==> src/rtl/fir_stream_driver.sv <==
// fir_stream_driver
// -----------------------------------------------------------------------------
// Initiator for the FIR filter's strobe/done interface. Samples from an
// upstream valid/ready stream are queued in a small FIFO. Each sample is sent
// to the filter as a one-cycle strobe. The driver then follows the filter's
// done_flag as it falls and rises again, samples the 32-bit result and offers
// it on a downstream valid/ready stream. Only one sample is in flight at a time.
//
// Parameters
//   DEPTH    input FIFO entries (power of 2, >= 2)
//   SETTLE   cycles between the done rise and the sampling of fir_result (0..7)
//   TIMEOUT  cycles allowed across WAIT_LOW + WAIT_HIGH before abort (>= 8)
//
// Ports
//   clk         system clock, rising edge
//   rst_n       synchronous active-low reset
//   s_data      signed input sample            s_valid / s_ready  upstream handshake
//   fir_data    sample presented to the filter fir_flag           one-cycle strobe
//   fir_done    filter done_flag (1 = idle)    fir_result         filter output
//   m_result    captured result                m_valid / m_ready  downstream handshake
//   m_timeout   one-cycle pulse on an aborted transaction
//   busy        FSM not idle or FIFO not empty
// -----------------------------------------------------------------------------
module fir_stream_driver #(
    parameter int DEPTH   = 4,
    parameter int SETTLE  = 1,
    parameter int TIMEOUT = 31
) (
    input  logic        clk,
    input  logic        rst_n,
    input  logic [7:0]  s_data,
    input  logic        s_valid,
    output logic        s_ready,
    output logic [7:0]  fir_data,
    output logic        fir_flag,
    input  logic        fir_done,
    input  logic [31:0] fir_result,
    output logic [31:0] m_result,
    output logic        m_valid,
    input  logic        m_ready,
    output logic        m_timeout,
    output logic        busy
);

    localparam int AW = (DEPTH > 1) ? $clog2(DEPTH) : 1;
    localparam int CW = $clog2(DEPTH + 1);
    localparam int TW = $clog2(TIMEOUT + 1);

    localparam logic [CW-1:0] COUNT_FULL  = CW'(DEPTH);
    localparam logic [TW-1:0] TIMEOUT_END = TW'(TIMEOUT - 1);
    localparam logic [2:0]    SETTLE_INIT = 3'(SETTLE);

    typedef enum logic [2:0] {
        IDLE      = 3'd0,
        ISSUE     = 3'd1,
        WAIT_LOW  = 3'd2,
        WAIT_HIGH = 3'd3,
        SETTLE_W  = 3'd4,
        HOLD      = 3'd5
    } state_t;

    state_t         state_reg, state_next;

    logic [7:0]     fifo_mem [DEPTH];
    logic [AW-1:0]  wr_ptr_reg;
    logic [AW-1:0]  rd_ptr_reg;
    logic [CW-1:0]  count_reg;

    logic [7:0]     fir_data_reg;
    logic [31:0]    m_result_reg;
    logic           m_valid_reg;
    logic           m_timeout_reg;
    logic [TW-1:0]  tcnt_reg, tcnt_next;
    logic [2:0]     settle_reg, settle_next;

    logic           push;
    logic           pop;
    logic           capture;
    logic           timeout_hit;

    // -------------------------------------------------------------------------
    // Upstream side
    // -------------------------------------------------------------------------
    assign s_ready = (count_reg != COUNT_FULL);
    assign push    = s_valid && s_ready;

    // Storage has no reset; only the pointers and count define its content.
    always_ff @(posedge clk) begin
        if (push) begin
            fifo_mem[wr_ptr_reg] <= s_data;
        end
    end

    always_ff @(posedge clk) begin
        if (!rst_n) begin
            wr_ptr_reg <= '0;
            rd_ptr_reg <= '0;
            count_reg  <= '0;
        end else begin
            if (push) begin
                wr_ptr_reg <= wr_ptr_reg + AW'(1);
            end
            if (pop) begin
                rd_ptr_reg <= rd_ptr_reg + AW'(1);
            end
            case ({push, pop})
                2'b10:   count_reg <= count_reg + CW'(1);
                2'b01:   count_reg <= count_reg - CW'(1);
                default: count_reg <= count_reg;
            endcase
        end
    end

    // -------------------------------------------------------------------------
    // Transaction FSM
    // -------------------------------------------------------------------------
    always_ff @(posedge clk) begin
        if (!rst_n) begin
            state_reg  <= IDLE;
            tcnt_reg   <= '0;
            settle_reg <= '0;
        end else begin
            state_reg  <= state_next;
            tcnt_reg   <= tcnt_next;
            settle_reg <= settle_next;
        end
    end

    always_comb begin
        state_next  = state_reg;
        tcnt_next   = tcnt_reg;
        settle_next = settle_reg;
        pop         = 1'b0;
        capture     = 1'b0;
        timeout_hit = 1'b0;

        case (state_reg)
            IDLE: begin
                // The filter must report idle before anything is issued, which
                // also covers a filter still busy after an aborted transaction.
                if ((count_reg != '0) && fir_done && !m_valid_reg) begin
                    pop        = 1'b1;
                    state_next = ISSUE;
                end
            end

            ISSUE: begin
                tcnt_next  = '0;
                state_next = WAIT_LOW;
            end

            // The timeout budget is shared by both wait states. The compare is
            // ">=" because the count may already sit at the limit when the
            // FSM moves on to WAIT_HIGH.
            WAIT_LOW: begin
                if (!fir_done) begin
                    tcnt_next  = tcnt_reg + TW'(1);
                    state_next = WAIT_HIGH;
                end else if (tcnt_reg >= TIMEOUT_END) begin
                    timeout_hit = 1'b1;
                    state_next  = IDLE;
                end else begin
                    tcnt_next = tcnt_reg + TW'(1);
                end
            end

            WAIT_HIGH: begin
                if (fir_done) begin
                    settle_next = SETTLE_INIT;
                    state_next  = SETTLE_W;
                end else if (tcnt_reg >= TIMEOUT_END) begin
                    timeout_hit = 1'b1;
                    state_next  = IDLE;
                end else begin
                    tcnt_next = tcnt_reg + TW'(1);
                end
            end

            // fir_result is sampled in the cycle when the counter reads zero.
            // With SETTLE=0 that is the first SETTLE_W cycle.
            SETTLE_W: begin
                if (settle_reg == 3'd0) begin
                    capture    = 1'b1;
                    state_next = HOLD;
                end else begin
                    settle_next = settle_reg - 3'd1;
                end
            end

            HOLD: begin
                if (m_ready) begin
                    state_next = IDLE;
                end
            end

            default: begin
                state_next = IDLE;
            end
        endcase
    end

    // -------------------------------------------------------------------------
    // Filter side and downstream registers
    // -------------------------------------------------------------------------
    always_ff @(posedge clk) begin
        if (!rst_n) begin
            fir_data_reg  <= '0;
            m_result_reg  <= '0;
            m_valid_reg   <= 1'b0;
            m_timeout_reg <= 1'b0;
        end else begin
            // Registered FIFO read. It is held until the next issue.
            if (pop) begin
                fir_data_reg <= fifo_mem[rd_ptr_reg];
            end
            if (capture) begin
                m_result_reg <= fir_result;
                m_valid_reg  <= 1'b1;
            end else if ((state_reg == HOLD) && m_ready) begin
                m_valid_reg <= 1'b0;
            end
            m_timeout_reg <= timeout_hit;
        end
    end

    assign fir_data  = fir_data_reg;
    assign fir_flag  = (state_reg == ISSUE);
    assign m_result  = m_result_reg;
    assign m_valid   = m_valid_reg;
    assign m_timeout = m_timeout_reg;
    assign busy      = (state_reg != IDLE) || (count_reg != '0);

endmodule
==> config.mk <==
export PLATFORM = sky130hd
export DESIGN_NAME = fir_stream_driver
export DESIGN_NICKNAME = d
export VERILOG_FILES = /design/src/rtl/fir_stream_driver.sv
export SDC_FILE = /design/constraint.sdc
export NUM_CORES = 1
export LEC_CHECK = 0
export ABC_CLOCK_PERIOD_IN_PS = 4750
export CELL_PAD_IN_SITES_DETAIL_PLACEMENT = 0
export CELL_PAD_IN_SITES_GLOBAL_PLACEMENT = 1
export CORE_UTILIZATION = 41
export CTS_BUF_LIST = sky130_fd_sc_hd__clkbuf_16
export DETAILED_ROUTE_END_ITERATION = 16
export GPL_TIMING_DRIVEN = 0
export PLACE_DENSITY = 0.85
export RECOVER_POWER = 100
export SLEW_MARGIN = 20
export SYNTH_ARGS = -nofsm -noshare
export SYNTH_HDL_FRONTEND = slang
export SYNTH_SLANG_ARGS = --single-unit
==> constraint.sdc <==
create_clock -name clk -period 4.75 [get_ports clk]
set_input_delay 0.95 -clock clk [delete_from_list [all_inputs] [get_ports clk]]
set_output_delay 0.95 -clock clk [all_outputs]
set_load 0.01 [all_outputs]
==> results of run 1 <==
[cells in the mapped netlist, drive strengths merged]
master and count:
nor2b 8, nor3 4, mux2i 10, and3 6, xnor2 5, clkbuf 14, and2 6, buf 8
o211ai 2, fa 1, or2 1, o21ai 8, mux4 8, a21boi 24, nand4b 2, inv 10
a31oi 4, xor2 2, nand2b 5, nand2 77, nand3 6, o2111ai 2, a21oi 16, mux2 1
nor3b 3, dfxtp 60, o31ai 1, or3 2, nand3b 2, nor2 16, clkinv 1, o211a 1
a32oi 1, edfxtp 32, o22ai 3, or3b 2, ha 9, nor4 1
[kinds of logic (layout without fill, tap and decap cells)]
family          Yosys count  in the layout  share of synthesized area [%]
simple gates            141            141                           17.3
flops                    92             92                           55.8
compound gates           62             62                           10.4
buf+inv                  33            136                           3.94
mux                      19             19                           7.62
fa+ha+maj                10             10                           3.42
xor+xnor                  7              7                           1.58
[power by group]
part	switching (W)	internal, W	leakage [nW]
sequential	0.0000476	0.000898	0.779
clock	0.000293	0.000405	0.142
combinational	0.000298	0.000285	1.00
[layout make-up]
class | instances | area share, %
clock inverter | 7 | 1.28
tap | 111 | 2.69
sequential | 92 | 41.9
inverter | 11 | 0.800
clock buffer | 9 | 4.36
timing repair buffer | 87 | 16.9
multi-input combinational | 239 | 30.1
buffer | 22 | 2.01
[metrics by stage]
step | total power, W | cell area [um^2] | setup slack, ps | utilization (%) | std cells
6_report | 0.00223 | 5160 | 1370 | 56.1 | 578
5_1_grt | 0.00234 | 5160 | 1100 | 56.1 | 578
4_1_cts | 0.00228 | 5180 | 1770 | 56.3 | 578
3_5_place_dp | 0.00157 | 4890 | 1560 | 53.1 | 562
3_3_place_gp | 0.00156 | 4890 | 1610 | 53.1 | 562
2_1_floorplan | 0.00136 | 3880 | 1830 | - | 364
[cell usage in the layout (no fill, tap or decap), types with 2 or more instances in the layout]
cell,instances
dfxtp_1,60
and2_1,4
nand2b_1,5
clkbuf_1,14
xor2_1,2
and3_1,6
nor3_1,4
edfxtp_1,32
nand2_1,77
ha_1,9
nand3_1,6
buf_6,2
a31oi_1,4
a21boi_0,24
clkdlybuf4s50_1,33
and2_0,2
clkbuf_16,9
mux4_2,8
inv_1,10
mux2i_1,10
clkinv_1,3
o211ai_1,2
dlygate4sd3_1,54
nor2_1,16
o22ai_1,3
o21ai_0,7
nand4b_1,2
nand3b_1,2
nor2b_1,8
buf_2,4
a21oi_1,16
o2111ai_1,2
nor3b_1,2
xnor2_1,5
[path summary, 6_finish.rpt]
path                                  start  cells after the start                   endpoint
setup reg to reg  state_reg[1]$_SDFFE_PN0P_                     10  count_reg[2]$_SDFFE_PN0P_
setup / recovery                   fir_done                     10  count_reg[2]$_SDFFE_PN0P_
hold reg to reg    m_result[6]$_SDFFE_PN0P_                      2   m_result[6]$_SDFFE_PN0P_
hold / removal     m_result[6]$_SDFFE_PN0P_                      2   m_result[6]$_SDFFE_PN0P_
[layer usage]
metal,wire length (um),vias up
li1,-,1455
met1,4260,1362
met2,4010,67
met3,322,8
met4,80,0
met5,0,-
[worst min-delay path: cells and delay by family (launching register included)]
kind / cells / cell delay, ps
AND/OR/NAND/NOR: 1 / 50
AO/OA/AOI/OAI: 1 / 50
flip-flops: 1 / 300
==> results.json, run 1 <==
{
  "coreArea_um2": 9200,
  "grt.met2_usage_pct": 29.3,
  "area_growth_pct": 33.1,
  "vias": 2892,
  "synth.avg_cell_area_um2": 10.7,
  "final_layout_size_suffix_gt1_share_pct": 7.07,
  "synthCells": 364,
  "hold_viol_final": 0,
  "grt_max_degree": 16,
  "antenna_found_initial": 0,
  "maxCapViolCount": 0,
  "vdd_drop_max_mv": 0.213,
  "fillerInstances": 793,
  "yosys.area.top_type": "dfxtp_1",
  "clk_latency_ps": 330,
  "ys_seq_area_share_pct": 55.8,
  "wl_per_cell_um": 15.0,
  "layout.nets": 517,
  "firstDrtPassIters": 4,
  "synth_area_leaders": "dfxtp_1 31%, edfxtp_1 25%, nand2_1 7.5%",
  "required_ps": 5010,
  "via_per_inst": 5.00,
  "crit_path_start_kind": "input port",
  "syn-num-nets": 419,
  "antenna_left": 0,
  "cts_tree": "built",
  "reg2reg_slack_ps": 1770,
  "setup_viol": 0,
  "cts_buffers": 9,
  "routabilityCongestion": 0.772,
  "max_freq_ghz": 0.296,
  "register_area_um2": 2160,
  "portBuffers": 87,
  "fin_crit_ps": 3380,
  "fin_skew_ps": 7.55,
  "worstSetupEndpointType": "flip-flop",
  "synth_seq_cells": 92,
  "cp_slowest_cell": "clkbuf_1",
  "fp.dieH_um": 99.3,
  "multi_input_area_um2": 1550,
  "crit_buf_inv": 3,
  "cp.arrival_ps": 3640,
  "drtIter0Drc": 78,
  "slew_headroom_pct": 49.2,
  "crit_family": "buffers and inverters",
  "whs_ps": 450,
  "cp_common_cell": "clkbuf_1",
  "grt_pass1_vias": 2832,
  "track_usage_pct": 18.1,
  "start_util_pct": 42.2,
  "grt_pass1_wl_um": 13900,
  "slowest_delay_ps": 600,
  "rsz0062_at_grt": "no",
  "cp_cell_sequence": "clkbuf_1, nand2b_1, nor3_1, clkbuf_1, ha_1, inv_1, fa_1, xor2_1, or3_1, a21boi_0",
  "overflow": 0,
  "drt-total-wl_um": 8680,
  "drcViolationCount": 0,
  "synth_top_area_share_pct": 31.0,
  "worst_pin_slew_ps": 762,
  "use_met3_pct": 2.88,
  "status": "complete, no violations",
  "hold_class": "reg -> reg",
  "hold_buffers": 0,
  "setup-tns-final_ps": 0,
  "grtUsageMet1_pct": 24.3,
  "slew_viol_final": 0,
  "grt-busiest-layer": "met2",
  "leakage_nw": 1.93,
  "die_area_um2": 9850,
  "htreeDepth": 3,
  "root_buffer": "clkbuf_16",
  "powerDensity_nw_per_um2": 431,
  "diodes": 0,
  "critPathKind": "in -> reg",
  "cts_resized": 0,
  "fin_crit_sh_pct": 71.2,
  "clk_pin_slew_worst_paths_ps": 60,
  "hpwl_um": 6110,
  "critPathMaxFanout": 10,
  "ys_types": 49,
  "yosysWarnings": 0,
  "io_pins": 90,
  "syn-cell-area_um2": 3880,
  "postCtsSetupBuffers": 0,
  "fp.dieW_um": 99.3,
  "clock_path_buffers": 2,
  "cts_sinks": 92,
  "rows": 35
}
No activity file was read; power rests on OpenSTA's default activity.
==> run 2: changes to the inputs <==
--- a/config.mk
+++ b/config.mk
@@ -5,14 +5,14 @@
 export SDC_FILE = /design/constraint.sdc
 export NUM_CORES = 1
 export LEC_CHECK = 0
-export ABC_CLOCK_PERIOD_IN_PS = 4750
+export ABC_CLOCK_PERIOD_IN_PS = 2900
 export CELL_PAD_IN_SITES_DETAIL_PLACEMENT = 0
 export CELL_PAD_IN_SITES_GLOBAL_PLACEMENT = 1
-export CORE_UTILIZATION = 41
+export CORE_UTILIZATION = 35
 export CTS_BUF_LIST = sky130_fd_sc_hd__clkbuf_16
 export DETAILED_ROUTE_END_ITERATION = 16
 export GPL_TIMING_DRIVEN = 0
-export PLACE_DENSITY = 0.85
+export PLACE_DENSITY = 0.77
 export RECOVER_POWER = 100
 export SLEW_MARGIN = 20
 export SYNTH_ARGS = -nofsm -noshare
==> constraint.sdc (replaced) <==
create_clock -name clk -period 2.9 [get_ports clk]
set_input_delay 0.58 -clock clk [delete_from_list [all_inputs] [get_ports clk]]
set_output_delay 0.58 -clock clk [all_outputs]
set_load 0.01 [all_outputs]
==> run 2 against run 1 <==
  * Sequential share of layout area is 0.20 points lower
  * Combinational power increased by 64%
  * Setup slack worse by 1100 ps
  * Wire length decreased by 2.7%
  * Design area grew 0.48%
  * Register-to-register slack got worse by 1400 ps
  * Clock skew decreased by 1.2 ps
  * Global-route usage down 2.9 points
  * Worst hold slack got worse by 1.3 ps
  * Power is 61% higher
  * Largest power group unchanged
==> results.json, run 2 (synthesis results as in run 1) <==
{
  "cts_buffers": 9,
  "fin_crit_ps": 2650,
  "worst_pin_slew_ps": 712,
  "hpwl_um": 6010,
  "crit_path_start_kind": "flip-flop",
  "vdd_drop_max_mv": 0.274,
  "fin_skew_ps": 6.34,
  "die_area_um2": 11500,
  "fp.dieW_um": 107,
  "vias": 2906,
  "io_pins": 90,
  "portBuffers": 87,
  "status": "complete, no violations",
  "dp_cells": 591,
  "routabilityCongestion": 0.840,
  "layout_common_cells": "77 x nand2_1, 60 x dfxtp_1, 54 x dlygate4sd3_1",
  "worstHoldPathCells": 2,
  "track_usage_pct": 15.3,
  "drcViolationCount": 0,
  "regToRegEndpoint": "count_reg[2]$_SDFFE_PN0P_",
  "reg2reg_slack_ps": 400,
  "cts_resized": 0,
  "wl_per_cell_um": 13.9,
  "antenna_left": 0,
  "cts_sinks": 92,
  "min_from": "m_result[19]$_SDFFE_PN0P_",
  "slowest_delay_ps": 630,
  "rsz0062_at_grt": "no",
  "reg2reg_depth": 9,
  "grt_pass1_wl_um": 13500,
  "cp_slowest_cell": "dlygate4sd3_1",
  "slew_headroom_pct": 52.5,
  "setup-tns-final_ps": 0,
  "crit_family": "buffers and inverters",
  "fin_crit_sh_pct": 91.3,
  "clock_path_buffers": 2,
  "cp_cell_sequence": "buf_6, clkbuf_1, nor3b_1, dlygate4sd3_1",
  "max_freq_ghz": 0.377,
  "worstSetupEndpointType": "output pin",
  "setup_viol": 0,
  "htreeDepth": 3,
  "hold_end": "m_result[19]$_SDFFE_PN0P_",
  "critPathMaxFanout": 10,
  "postCtsSetupBuffers": 0,
  "layout.nets": 517,
  "grt_pass1_vias": 2704,
  "layout_commonest_cell": "nand2_1",
  "hold_viol_final": 0,
  "diodes": 0,
  "whs_ps": 448,
  "coreArea_um2": 10800,
  "rows": 38,
  "grt_max_degree": 17,
  "final_cells": 607,
  "cp.arrival_ps": 2070,
  "slew_viol_final": 0,
  "r2r_start": "count_reg[2]$_SDFFE_PN0P_",
  "via_per_inst": 4.79,
  "firstDrtPassIters": 4,
  "root_buffer": "clkbuf_16",
  "maxCapViolCount": 0,
  "start_util_pct": 35.9,
  "powerDensity_nw_per_um2": 691,
  "crit_buf_inv": 3,
  "hold_class": "reg -> reg",
  "area_growth_pct": 33.8,
  "cts_tree": "built",
  "required_ps": 2320,
  "fp.dieH_um": 107,
  "critPathKind": "reg -> out",
  "overflow": 0,
  "final_layout_size_suffix_gt1_share_pct": 6.42,
  "utilization_pct": 48.1,
  "antenna_found_initial": 0,
  "clk_latency_ps": 340,
  "drtIter0Drc": 108,
  "leakage_nw": 1.90,
  "hold_buffers": 0,
  "clk_pin_slew_worst_paths_ps": 70,
  "drt-total-wl_um": 8440
}
-- run 2: cell types whose count changed in the layout (fill, tap and decap cells not counted), sizes merged --
cell	change
clkbuf	+3
buf	-3
bufinv	-1
clkinvlp	+1
-- run 2: worst reg2reg max path: stages, from the launching register on --
cell and delay, ps:
dfxtp_1 370, or3b_1 460, and2_0 260, inv_1 110, ha_1 190, inv_1 60, fa_1 370, xor2_1 160
or3_1 300, a21boi_0 160
-- run 2: worst max-delay path by stage --
| stage | depth (start not counted) | endpoint | start |
|---|---|---|---|
| 4_1_cts | 4 | fir_flag | state_reg[0]$_SDFFE_PN0P_ |
| 6_report | 4 | fir_flag | state_reg[0]$_SDFFE_PN0P_ |
| 5_1_grt | 9 | count_reg[2]$_SDFFE_PN0P_ | count_reg[2]$_SDFFE_PN0P_ |
| 3_5_place_dp | 10 | count_reg[2]$_SDFFE_PN0P_ | fir_done |
| 2_1_floorplan | 10 | count_reg[2]$_SDFFE_PN0P_ | fir_done |
| 3_3_place_gp | 10 | count_reg[2]$_SDFFE_PN0P_ | fir_done |
-- run 2: where the power goes --
part	total, W	internal (W)	switching, W	leakage (nW)
clock network	0.00108	0.000582	0.000496	0.128
logic	0.000957	0.000475	0.000482	0.990
registers	0.00155	0.00147	0.0000767	0.779
total	0.00358	0.00253	0.00105	1.90
-- run 2: stage by stage --
stage          cell area (um^2)  total power [W]  setup WS [ps]
3_3_place_gp               4920          0.00255            124
2_1_floorplan              3880          0.00223            354
6_report                   5190          0.00358            251
5_1_grt                    5190          0.00379            161
3_5_place_dp               4920          0.00257           96.3
4_1_cts                    5200          0.00365            317
-- run 2: layout make-up --
cell class              instances  area [um^2]
well taps                     140          175
fillers                      1012         5610
repair buffers                 87          871
multi-input cells             239         1560
plain buffers                  22          105
clock inverters                 7         48.8
flip-flops and latches         92         2160
inverters                      11         41.3
clock buffers                   9          225
-- run 2: routing by layer --
metal,vias to the layer above,wire length (um),GRT usage (%)
met5,-,0,0
met4,0,157,7.34
met3,12,469,2.78
met2,83,3710,23.2
met1,1352,4110,21.0
li1,1459,-,-
==> run 3: changes to the inputs <==
--- a/config.mk
+++ b/config.mk
@@ -5,15 +5,17 @@
 export SDC_FILE = /design/constraint.sdc
 export NUM_CORES = 1
 export LEC_CHECK = 0
+export ABC_AREA = 0
 export ABC_CLOCK_PERIOD_IN_PS = 2900
 export CELL_PAD_IN_SITES_DETAIL_PLACEMENT = 0
 export CELL_PAD_IN_SITES_GLOBAL_PLACEMENT = 1
-export CORE_UTILIZATION = 35
-export CTS_BUF_LIST = sky130_fd_sc_hd__clkbuf_16
+export CORE_UTILIZATION = 36
+export CTS_BUF_LIST = sky130_fd_sc_hd__clkbuf_2
 export DETAILED_ROUTE_END_ITERATION = 16
 export GPL_TIMING_DRIVEN = 0
-export PLACE_DENSITY = 0.77
+export PLACE_DENSITY = 0.79
 export RECOVER_POWER = 100
+export REMOVE_ABC_BUFFERS = 1
 export SLEW_MARGIN = 20
 export SYNTH_ARGS = -nofsm -noshare
 export SYNTH_HDL_FRONTEND = slang
==> run 3 against run 2 <==
  * Non-clock buffer count down 18
  * Largest power group unchanged
  * Via count down 3.5%
  * Cell count down 3.6%
  * Design area down 4.1%
  * Maximum frequency up 0.21%
  * Worst hold slack worse by 130 ps
  * Power down 13%
  * Combinational power down 14%
  * Global-route usage up 0.053 points
==> results.json, run 3 (synthesis results as in run 1) <==
{
  "status": "complete, no violations",
  "layout.nets": 499,
  "die_area_um2": 11200,
  "critPathKind": "reg -> out",
  "cts_tree": "built",
  "root_buffer": "clkbuf_2",
  "pre_cts_slack_ps": -923,
  "fp.dieH_um": 106,
  "reg2reg_slack_ps": 310,
  "slowest_delay_ps": 640,
  "hpwl_um": 5450,
  "max_freq_ghz": 0.378,
  "htreeDepth": 3,
  "p_comb_share_pct": 26.3,
  "grt_pass1_wl_um": 13400,
  "worstSetupEndpointType": "output pin",
  "leakage_nw": 1.82,
  "clk_latency_ps": 540,
  "antenna_left": 0,
  "fin_crit_sh_pct": 91.2,
  "whs_ps": 314,
  "grt_max_degree": 44,
  "required_ps": 2320,
  "wl_per_cell_um": 13.8,
  "p_sw_w": 0.00100,
  "layout_commonest_cell": "nand2_1",
  "setup_viol": 0,
  "p_seq_share_pct": 52.3,
  "fin_crit_ps": 2640,
  "diodes": 0,
  "hold_viol_final": 0,
  "switching_share_pct": 32.0,
  "antenna_found_initial": 0,
  "cp.arrival_ps": 2060,
  "portBuffers": 89,
  "vdd_drop_max_mv": 0.336,
  "crit_path_start_kind": "flip-flop",
  "routabilityCongestion": 0.756,
  "slew_headroom_pct": 21.0,
  "final_cells": 585,
  "cts_sinks": 92,
  "io_pins": 90,
  "fin_ws_ps": 256,
  "fin_skew_ps": 42.0,
  "grt_pass1_vias": 2825,
  "via_per_inst": 4.79,
  "firstDrtPassIters": 4,
  "track_usage_pct": 15.3,
  "overflow": 0,
  "drt-total-wl_um": 8100,
  "fillerInstances": 994,
  "cp_slowest_cell": "dlygate4sd3_1",
  "maxCapViolCount": 0,
  "start_util_pct": 37.4,
  "fp.dieW_um": 106,
  "powerDensity_nw_per_um2": 630,
  "vias": 2803,
  "layout_common_cells": "77 x nand2_1, 58 x dfxtp_1, 54 x dlygate4sd3_1",
  "cp_cell_sequence": "or3b_1, dlygate4sd3_1",
  "slew_viol_final": 0,
  "clk_pin_slew_worst_paths_ps": 260,
  "hold_class": "in -> reg",
  "dp_cells": 568,
  "area_growth_pct": 28.2,
  "drcViolationCount": 0,
  "utilization_pct": 47.9,
  "internal_power_w": 0.00213,
  "p_total_w": 0.00313,
  "rsz0062_at_grt": "no",
  "coreArea_um2": 10400,
  "cts_buffers": 9,
  "critPathMaxFanout": 6,
  "worst_pin_slew_ps": 1190,
  "clock_path_buffers": 2,
  "final_layout_size_suffix_gt1_share_pct": 7.35,
  "rows": 37,
  "drtIter0Drc": 117,
  "clkPwrFrac_pct": 21.5
}
run 3: power groups by stage:
| stage | logic, W | clock network [W] | registers (W) |
|---|---|---|---|
| after detailed placement | 0.000849 | 0 | 0.00167 |
| after global routing | 0.000914 | 0.000764 | 0.00167 |
| final | 0.000824 | 0.000672 | 0.00164 |
| after CTS | 0.000878 | 0.000701 | 0.00164 |
| after floorplan | 0.000540 | 0 | 0.00163 |
| after global placement | 0.000838 | 0 | 0.00166 |
run 3: final cells by class:
type	count	area (um^2)	area share [%]
inverters	11	41.3	0.830
repair buffers	91	910	18.3
clock buffers	9	45.0	0.906
well taps	136	170	3.42
flip-flops and latches	92	2160	43.5
clock inverters	7	80.1	1.61
multi-input cells	239	1560	31.4
run 3: worst max-delay path: cells and delay by family (launching register included):
| kind | cells | cell delay, ps |
|---|---|---|
| simple gates | 1 | 450 |
| flops | 1 | 440 |
| buf+inv | 1 | 640 |
run 3: per-layer routing:
metal  track usage, %  vias up  routed length [um]
met3             2.91       14                 470
met5                0        -                   0
li1                 -     1415                   -
met1             19.5     1279                3700
met2             25.4       95                3780
met4             6.55        0                 141
run 3: per-stage QoR:
stage          TNS [ps]  area [um^2]
2_1_floorplan         0         3770
3_3_place_gp     -14770         4830
3_5_place_dp      -1930         4850
4_1_cts               0         4990
5_1_grt               0         4970
6_report              0         4970
run 3: worst paths after layout:
kind	start	end	depth (start not counted)
worst max register to register	state_reg[2]$_SDFFE_PN0P_	count_reg[2]$_SDFFE_PN0P_	8
worst max-delay path	count_reg[2]$_SDFFE_PN0P_	s_ready	2
worst min-delay path	rst_n	wr_ptr_reg[1]$_SDFFE_PN0P_	2
worst min register to register	m_result[8]$_SDFFE_PN0P_	m_result[8]$_SDFFE_PN0P_	2
run 3: what timing repair did:
action	CTS	global route
buffers inserted	1	0
hold endpoints to repair	0	0
setup endpoints to repair	2	1
pin swaps	1	0
gates cloned	0	0
gates resized for setup	1	3
hold buffers	0	0
